`src/rtl/alu_pkg.sv`:
```
// Shared constants for the round-robin ALU scheduler: opcodes, FSM encodings
// and the divide-by-zero result pattern.
package alu_pkg;

  typedef logic [1:0] alu_op_t;

  localparam alu_op_t OP_ADD = 2'b00;
  localparam alu_op_t OP_SUB = 2'b01;
  localparam alu_op_t OP_MUL = 2'b10;
  localparam alu_op_t OP_DIV = 2'b11;

  localparam logic [1:0] S_IDLE = 2'd0;
  localparam logic [1:0] S_EXEC = 2'd1;
  localparam logic [1:0] S_RESP = 2'd2;

  localparam logic [7:0] DIV0_RESULT = 8'hFF;

endpackage

```
`src/rtl/alu_core.sv`:
```
// Purely combinational shared ALU: zero-extends both operands to RESW and
// computes add/sub/mul/truncating div; divide by zero yields DIV0_RESULT + err.
module alu_core
  import alu_pkg::*;
#(
  parameter int OPW  = 3,
  parameter int RESW = 8
) (
  input  alu_op_t         op_i,
  input  logic [OPW-1:0]  a_i,
  input  logic [OPW-1:0]  b_i,
  output logic [RESW-1:0] result_o,
  output logic            err_o
);

  logic [RESW-1:0] a_ext;
  logic [RESW-1:0] b_ext;

  assign a_ext = RESW'(a_i);
  assign b_ext = RESW'(b_i);

  always_comb begin
    // NOTE: outputs get defaults before the case so no path leaves them unassigned (no latch).
    result_o = '0;
    err_o    = 1'b0;
    case (op_i)
      OP_ADD: result_o = a_ext + b_ext;
      OP_SUB: result_o = a_ext - b_ext;
      OP_MUL: result_o = a_ext * b_ext;
      OP_DIV: begin
        if (b_i == '0) begin
          result_o = RESW'(DIV0_RESULT);
          err_o    = 1'b1;
        end else begin
          result_o = a_ext / b_ext;
        end
      end
      default: result_o = '0;
    endcase
  end

endmodule

```
`src/rtl/alu_rr_sched.sv`:
```
// Two-requester round-robin front end for the shared ALU: grants one op in IDLE,
// executes it for one cycle, then holds the tagged result until it is consumed.
module alu_rr_sched
  import alu_pkg::*;
#(
  parameter int OPW  = 3,
  parameter int RESW = 8,
  parameter int CNTW = 8
) (
  input  logic            clk,
  input  logic            rst_n,
  input  logic            ena,
  input  logic            req0_valid,
  output logic            req0_ready,
  input  logic [1:0]      req0_op,
  input  logic [OPW-1:0]  req0_a,
  input  logic [OPW-1:0]  req0_b,
  input  logic            req1_valid,
  output logic            req1_ready,
  input  logic [1:0]      req1_op,
  input  logic [OPW-1:0]  req1_a,
  input  logic [OPW-1:0]  req1_b,
  output logic            rsp_valid,
  input  logic            rsp_ready,
  output logic            rsp_id,
  output logic [RESW-1:0] rsp_result,
  output logic            rsp_err,
  output logic            busy,
  output logic [CNTW-1:0] done_cnt
);

  logic [1:0]      state_q, state_d;
  logic            prio_q, prio_d;
  alu_op_t         op_q, op_d;
  logic [OPW-1:0]  a_q, a_d;
  logic [OPW-1:0]  b_q, b_d;
  logic            id_q, id_d;
  logic            rsp_id_q, rsp_id_d;
  logic [RESW-1:0] rsp_result_q, rsp_result_d;
  logic            rsp_err_q, rsp_err_d;
  logic [CNTW-1:0] done_cnt_q, done_cnt_d;

  logic            idle;
  logic            grant0, grant1;
  logic [RESW-1:0] core_result;
  logic            core_err;

  // prio_q names the requester that wins when both are valid.
  assign idle   = (state_q == S_IDLE);
  assign grant0 = idle && ena && req0_valid && (!req1_valid || !prio_q);
  assign grant1 = idle && ena && req1_valid && (!req0_valid ||  prio_q);

  assign req0_ready = grant0;
  assign req1_ready = grant1;
  assign rsp_valid  = (state_q == S_RESP);
  assign busy       = !idle;
  assign rsp_id     = rsp_id_q;
  assign rsp_result = rsp_result_q;
  assign rsp_err    = rsp_err_q;
  assign done_cnt   = done_cnt_q;

  alu_core #(.OPW(OPW), .RESW(RESW)) u_core (
    .op_i     (op_q),
    .a_i      (a_q),
    .b_i      (b_q),
    .result_o (core_result),
    .err_o    (core_err)
  );

  always_comb begin
    state_d      = state_q;
    prio_d       = prio_q;
    op_d         = op_q;
    a_d          = a_q;
    b_d          = b_q;
    id_d         = id_q;
    rsp_id_d     = rsp_id_q;
    rsp_result_d = rsp_result_q;
    rsp_err_d    = rsp_err_q;
    done_cnt_d   = done_cnt_q;
    case (state_q)
      S_IDLE: begin
        if (grant0 || grant1) begin
          op_d    = grant1 ? req1_op : req0_op;
          a_d     = grant1 ? req1_a  : req0_a;
          b_d     = grant1 ? req1_b  : req0_b;
          id_d    = grant1;
          prio_d  = !grant1;
          state_d = S_EXEC;
        end
      end
      S_EXEC: begin
        rsp_result_d = core_result;
        rsp_err_d    = core_err;
        rsp_id_d     = id_q;
        state_d      = S_RESP;
      end
      S_RESP: begin
        if (rsp_ready) begin
          done_cnt_d = done_cnt_q + CNTW'(1);
          state_d    = S_IDLE;
        end
      end
      default: state_d = S_IDLE;
    endcase
  end

  // NOTE: sequential state uses non-blocking assignments so every register samples pre-edge values.
  always_ff @(posedge clk) begin
    if (!rst_n) begin
      state_q      <= S_IDLE;
      prio_q       <= 1'b0;
      rsp_id_q     <= 1'b0;
      rsp_result_q <= '0;
      rsp_err_q    <= 1'b0;
      done_cnt_q   <= '0;
    end else begin
      state_q      <= state_d;
      prio_q       <= prio_d;
      rsp_id_q     <= rsp_id_d;
      rsp_result_q <= rsp_result_d;
      rsp_err_q    <= rsp_err_d;
      done_cnt_q   <= done_cnt_d;
    end
  end

  // NOTE: operand registers are left unreset; they are always loaded at a grant before EXEC reads them.
  always_ff @(posedge clk) begin
    op_q <= op_d;
    a_q  <= a_d;
    b_q  <= b_d;
    id_q <= id_d;
  end

endmodule
```
`config.mk`:
```
export PLATFORM = sky130hd
export DESIGN_NAME = alu_rr_sched
export DESIGN_NICKNAME = d
export VERILOG_FILES = /design/src/rtl/alu_pkg.sv /design/src/rtl/alu_core.sv /design/src/rtl/alu_rr_sched.sv
export SDC_FILE = /design/constraint.sdc
export NUM_CORES = 1
export LEC_CHECK = 0
export BUFFER_PORTS_ARGS = -buffer_cell sky130_fd_sc_hd__buf_4
export CAP_MARGIN = 20
export CORE_ASPECT_RATIO = 0.75
export CORE_MARGIN = 1
export CORE_UTILIZATION = 52
export CTS_CLUSTER_SIZE = 24
export DETAILED_ROUTE_END_ITERATION = 12
export PLACE_DENSITY = 0.85
export SLEW_MARGIN = 30
export SYNTH_ARGS = -nofsm -noshare
export SYNTH_HDL_FRONTEND = slang
export SYNTH_SLANG_ARGS = --single-unit
```
`constraint.sdc`:
```
create_clock -name clk -period 15.74 [get_ports clk]
set_clock_uncertainty 0.2 [all_clocks]
set_input_delay 0.787 -clock clk [delete_from_list [all_inputs] [get_ports clk]]
set_output_delay 0.787 -clock clk [all_outputs]
set_load 0.05 [all_outputs]
```
==> results of run 1 <==
routing by layer:
| metal | GRT usage, % | vias to the layer above | share of wire (%) |
|---|---|---|---|
| li1 | - | 1344 | - |
| met1 | 37.80 | 1257 | 46 |
| met2 | 42.58 | 118 | 44 |
| met3 | 6.117 | 20 | 7.6 |
| met4 | 7.377 | 0 | 2.1 |
| met5 | 0 | - | 0 |
sequential cells by signal (all words and copies together) (netlist names):
signal and cells:
done_cnt 8, id_q 1, state_q 2, prio_q 1, rsp_err 1, b_q 3, rsp_result 8, op_q 2
rsp_id 1, a_q 3
synth_stat cells, types with 3 or more instances:
cell type / count / area share (%)
nand3_1: 7 / 1.2
nand4_1: 4 / 0.88
a21o_1: 4 / 1.1
a21oi_1: 19 / 3.3
mux2i_1: 3 / 1.1
inv_1: 13 / 1.7
a211oi_1: 4 / 1.1
clkbuf_1: 8 / 1.1
xor2_1: 4 / 1.2
nor2b_1: 5 / 1.1
o21a_1: 5 / 1.3
nand2_1: 53 / 7.0
or2_2: 4 / 0.88
and2_1: 15 / 3.3
nand2b_1: 8 / 1.8
xnor2_1: 8 / 2.5
edfxtp_1: 9 / 9.5
fa_1: 4 / 2.8
ha_1: 34 / 15
or3_1: 3 / 0.66
nor3_1: 8 / 1.4
a21boi_0: 5 / 1.3
a31oi_1: 5 / 1.1
o21ai_0: 17 / 3.0
dfxtp_1: 21 / 15
nor2_1: 31 / 4.1
how the worst max path moves through the flow:
stage	slack, ns	cells past startpoint	startpoint	endpoint
after floorplan	6.71	43	b_q[0]	rsp_result[0]
after global placement	6.18	42	b_q[0]	rsp_result[0]
after detailed placement	5.76	42	b_q[0]	rsp_result[0]
after CTS	5.71	42	b_q[0]	rsp_result[0]
after global routing	4.97	42	b_q[0]	rsp_result[0]
final	5.58	42	b_q[0]	rsp_result[0]
cells by family after synthesis:
| group | count (synthesis) |
|---|---|
| multiplexers | 4 |
| other | 2 |
| adder cells (fa/ha/maj) | 38 |
| XOR/XNOR | 12 |
| flip-flops | 30 |
| buffers and inverters | 24 |
| AND/OR/NAND/NOR | 157 |
| AO/OA/AOI/OAI | 84 |
stage by stage:
stage | total power [W] | std cells | util (%) | instance area (um^2)
floorplan | 0.0002680 | 353 | - | 2865
global placement | 0.0003067 | 459 | 63.69 | 3243
detailed placement | 0.0003141 | 459 | 63.69 | 3243
CTS | 0.0003905 | 467 | 65.82 | 3352
global route | 0.0004211 | 467 | 65.82 | 3352
finish | 0.0003941 | 467 | 65.82 | 3352
power groups by stage:
stage / clock, W / combinational [W] / sequential, W
floorplan: 0 / 0.000167 / 0.000101
global placement: 0 / 0.000213 / 0.0000941
detailed placement: 0 / 0.000220 / 0.0000944
CTS: 0.0000765 / 0.000221 / 0.0000928
global route: 0.0000809 / 0.000246 / 0.0000938
finish: 0.0000754 / 0.000226 / 0.0000930
final cells by class:
class / count / share of cell area [%]
sequential: 30 / 20.60
multi-input combinational: 299 / 62.15
clock buffer: 5 / 2.053
clock inverter: 3 / 1.194
timing repair buffer: 43 / 9.630
inverter: 15 / 1.680
tap: 72 / 2.688
critical path: cells and delay by family, from the launching register on:
family | cells | cell delay, ns
AND/OR/NAND/NOR | 17 | 3.82
AO/OA/AOI/OAI | 15 | 2.72
adder cells (fa/ha/maj) | 8 | 2.45
flip-flops | 1 | 0.52
buffers and inverters | 2 | 0.32
==> results.yml, run 1 <==
outcome:
  status: "finished clean"
floorplan:
  ios: 44
  die_height_um: 66.20
  core_um2: 5092
  dieArea_um2: 5799
  die_x_um: 87.60
  start_util_pct: 56.12
  num_rows: 22
cells_and_area:
  multi_input_area_um2: 2083
  area_growth_pct: 17.29
  layout_commonest_cell: "nand2_1"
  layout.nets: 454
  fillerInstances: 425
  drive_above_1_share_pct: 16.46
  n_antenna_cell: 0
  final_cell_mix: "53 x nand2_1, 43 x buf_4, 34 x ha_1, 31 x nor2_1, 21 x dfxtp_1"
  regArea_um2: 690.7
sta:
  hold_slack_ns: 0.2751
  report.final.slew_viol_count: 0
  slew_headroom_pct: 41.99
  setup_ws_ns: 5.583
  max_freq_mhz: 98.45
  finalSetupTns_ns: 0
  min_period_ns: 10.16
  hold_viol: 0
  setup_viol: 0
  worst_pin_slew_ns: 0.8684
  fin_crit_sh_pct: 64.53
  grt_setup_unrepaired: "false"
clocking:
  cts_tree: "yes"
  cts_resized: 0
  htree_levels: 2
  postCtsHoldBufs: 0
  cts.sinks: 30
  post_cts_buffers: 0
  clock_path_buffers: 2
  cts-root-buf: "clkbuf_8"
  clkLatencyLatePin_ns: 0.28
  numCtsBuffers: 5
  clkSlewWorstSetupHoldPaths_ns: 0.06
critical_path:
  crit_path_end_kind: "register"
  r2r_cells: 42
  r2r-end: "rsp_result[0]"
  path_max_fanout: 9
  cpMaxStageDelayCell: "or4b_1"
  reg2reg_from: "b_q[0]"
  cp_data_required_time_ns: 15.70
  start_kind: "register"
  cp_data_arrival_time_ns: 10.12
  cp_slowest_stage_delay_ns: 0.63
  r2r_slack_ns: 5.58
  criticalPathCategory: "register to register"
  cp_common_cell: "ha_1"
yosys:
  synth-adder-area-share_pct: 17.69
  synth_area_um2: 2858
  synthMuxAreaShare_pct: 1.839
  yosysWarnings: 0
  synth_top_family_by_area: "simple AND/OR/NAND/NOR gates"
  synth_edf_count: 9
  synth_compound_area_share_pct: 20.75
  synthSimpleGateAreaFrac_pct: 28.42
  synth-xor-area-share_pct: 3.678
  avgSynthCellArea_um2: 8.142
  seq_area_frac_synth_pct: 24.17
  async_flop_share_pct: 0
  ys.flop_type: "dfxtp_1"
  synth_cell_types: 64
  synth_seq_cells: 30
  netlist_instances: 351
drt:
  drt-total-wl_mm: 7.310
  via_count: 2739
  drt-pass1-iter-count: 6
  via_per_inst: 5.865
  ant_nets: 0
  routedWlPerCell_um: 15.65
  drc: 0
  dr.first_iter.drc_count: 239
placement:
  dp_hpwl_mm: 5.759
  dp_worst_setup_slack_ns: 5.761
  gp_congestion: 0.9894
  port_buffers: 43
global_route:
  grt_first_pass_wirelength_mm: 12.23
  antenna_found_initial: 0
  grt_pass1_vias: 2610
  grt_max_degree: 22
  groute.usage.overall_pct: 27.29
  grt-ovfl-total: 0
hold_path:
  min_to: "rsp_id"
  whs_path_depth: 2
  worstHoldStart: "rsp_id"
  hp-class: "register to register"
power:
  netSwitchingFraction_pct: 42.83
  power_leakage_nw: 1.559
  p_int_w: 0.0002253
  power_frac_clock_pct: 19.1
  p_comb_share_pct: 57.3
  power_switching_w: 0.0001688
  p_seq_share_pct: 23.6
  p_per_area_nw_per_um2: 117.6
  ir_worst_vdd_mv: 0.05828
run:
  cap_viol_max_count: 0
Note: power is estimated with default switching activity, not from simulation.
==> run 2: changes to the inputs <==
--- a/config.mk
+++ b/config.mk
@@ -12,7 +12,7 @@
 export CORE_UTILIZATION = 52
 export CTS_CLUSTER_SIZE = 24
 export DETAILED_ROUTE_END_ITERATION = 12
-export PLACE_DENSITY = 0.85
+export PLACE_DENSITY = 0.88
 export SLEW_MARGIN = 30
 export SYNTH_ARGS = -nofsm -noshare
 export SYNTH_HDL_FRONTEND = slang
==> constraint.sdc (replaced) <==
create_clock -name clk -period 8.6 [get_ports clk]
set_clock_uncertainty 0.2 [all_clocks]
set_input_delay 0.43 -clock clk [delete_from_list [all_inputs] [get_ports clk]]
set_output_delay 0.43 -clock clk [all_outputs]
set_load 0.05 [all_outputs]
==> results.yml, run 2 (same netlist as run 1, synthesis figures left out) <==
outcome:
  status: "finished clean"
cells_and_area:
  drive_above_1_share_pct: 28.74
  n_antenna_cell: 0
  area_growth_pct: 32.57
  layout_commonest_cell: "buf_4"
  final_cell_mix: "75 x buf_4, 51 x nand2_1, 29 x ha_1, 28 x nor2_1, 21 x dfxtp_1"
  layout.nets: 487
clocking:
  postCtsHoldBufs: 0
  clkSlewWorstSetupHoldPaths_ns: 0.07
  cts-root-buf: "clkbuf_8"
  cts_tree: "yes"
  clkLatencyLatePin_ns: 0.28
  htree_levels: 2
  cts.sinks: 30
  clock_path_buffers: 2
  numCtsBuffers: 5
placement:
  port_buffers: 43
  dp_hpwl_mm: 5.762
  dp_worst_setup_slack_ns: -0.1883
  gp_congestion: 0.9833
drt:
  via_count: 2910
  drt-total-wl_mm: 7.897
  via_per_inst: 5.820
  dr.first_iter.drc_count: 241
  drc: 0
  drt-pass1-iter-count: 4
  ant_nets: 0
  routedWlPerCell_um: 15.79
global_route:
  grt_max_degree: 22
  grt_pass1_vias: 2688
  grt-ovfl-total: 0
  grt_first_pass_wirelength_mm: 12.21
  antenna_found_initial: 0
  groute.usage.overall_pct: 27.33
power:
  p_per_area_nw_per_um2: 239.6
  power_frac_clock_pct: 19.6
  ir_worst_vdd_mv: 0.1432
  power_leakage_nw: 1.751
  p_comb_share_pct: 61.7
  netSwitchingFraction_pct: 40.44
  p_seq_share_pct: 18.7
  power_switching_w: 0.0003671
  p_int_w: 0.0005407
critical_path:
  startpoint: "b_q[0]"
  cp_data_required_time_ns: 8.57
  reg2reg_from: "b_q[0]"
  crit_path_end_kind: "register"
  r2r-end: "rsp_result[0]"
  cp_slowest_stage_delay_ns: 0.60
  r2r_slack_ns: 0.07
  cp_data_arrival_time_ns: 8.50
  cpMaxStageDelayCell: "or4b_4"
  cp_common_cell: "ha_4"
  criticalPathCategory: "register to register"
  r2r_cells: 41
  start_kind: "register"
  path_max_fanout: 4
hold_path:
  worstHoldStart: "req1_op[1]"
  hp-class: "input port to register"
  min_to: "op_q[1]"
  whs_path_depth: 3
sta:
  max_freq_mhz: 117.2
  setup_viol: 0
  hold_viol: 0
  grt_setup_unrepaired: "true"
  worst_pin_slew_ns: 0.9760
  slew_headroom_pct: 34.11
  finalSetupTns_ns: 0
  min_period_ns: 8.530
  setup_ws_ns: 0.07014
  report.final.slew_viol_count: 0
  fin_crit_sh_pct: 99.18
floorplan:
  dieArea_um2: 5799
  ios: 44
  start_util_pct: 56.12
  die_x_um: 87.60
  num_rows: 22
  core_um2: 5092
  die_height_um: 66.20
run:
  cap_viol_max_count: 0
[run 2: cell types whose count changed in the layout (fill, tap and decap cells not counted), moves of 3 or more]
| cell | previous run | this run |
|---|---|---|
| o21ai_0 | 17 | 14 |
| and2_4 | 0 | 3 |
| buf_4 | 43 | 75 |
| nor2_1 | 31 | 28 |
| ha_4 | 0 | 5 |
| and2_1 | 15 | 12 |
| ha_1 | 34 | 29 |
[run 2: layout make-up]
type	instances	area, um^2
multi-input cells	299	2235
fillers	368	1304
flip-flops and latches	30	690.7
repair buffers	76	574.3
well taps	72	90.09
clock buffers	6	82.58
clock inverters	2	60.06
inverters	15	56.30
[run 2: worst max path at each step]
stage,slack (ns),endpoint,cells after the start
detailed placement,-0.19,rsp_result[0],41
finish,0.07,rsp_result[0],41
global placement,0.12,rsp_result[0],40
CTS,0.01,rsp_result[0],43
global route,-0.24,rsp_result[0],42
floorplan,0.03,rsp_result[0],43
[run 2: metrics by stage]
stage	power (W)	hold slack, ns	cell area (um^2)	std cells	util (%)
6_report	0.0009078	0.2049	3789	500	74.40
5_1_grt	0.0009533	0.2090	3789	500	74.40
4_1_cts	0.0008267	0.1997	3617	489	71.03
3_5_place_dp	0.0006337	0.2733	3427	477	67.30
3_3_place_gp	0.0006244	0.2554	3427	477	67.30
2_1_floorplan	0.0005070	0.2517	2920	353	-
[run 2: power groups by stage]
stage / clock, W / sequential, W / combinational [W]
after global routing: 0.000186 / 0.000171 / 0.000597
after detailed placement: 0 / 0.000172 / 0.000462
after floorplan: 0 / 0.000184 / 0.000323
after CTS: 0.000179 / 0.000168 / 0.000479
final: 0.000178 / 0.000170 / 0.000560
after global placement: 0 / 0.000171 / 0.000453
[run 2: metal layers]
| layer | wire length, um | part of all wire (%) | vias to the layer above | GRT usage (%) |
|---|---|---|---|---|
| met2 | 3611 | 46 | 116 | 44.04 |
| met5 | 0 | 0 | - | 0 |
| met1 | 3590 | 45 | 1364 | 36.91 |
| met4 | 161 | 2.0 | 0 | 6.557 |
| li1 | - | - | 1407 | - |
| met3 | 534 | 6.8 | 23 | 6.367 |
[run 2: timing repair]
item / CTS / global route
setup buffers: 4 / 11
gates resized for setup: 4 / 18
pin swaps: 1 / 17
endpoints found under the setup margin: 1 / 1
[run 2: worst max-delay path, delay by kind of cell (launching register included)]
family / cells / cell delay (ns)
compound gates: 15 / 2.43
fa+ha+maj: 8 / 1.91
buf+inv: 2 / 0.16
flops: 1 / 0.42
simple gates: 16 / 3.30
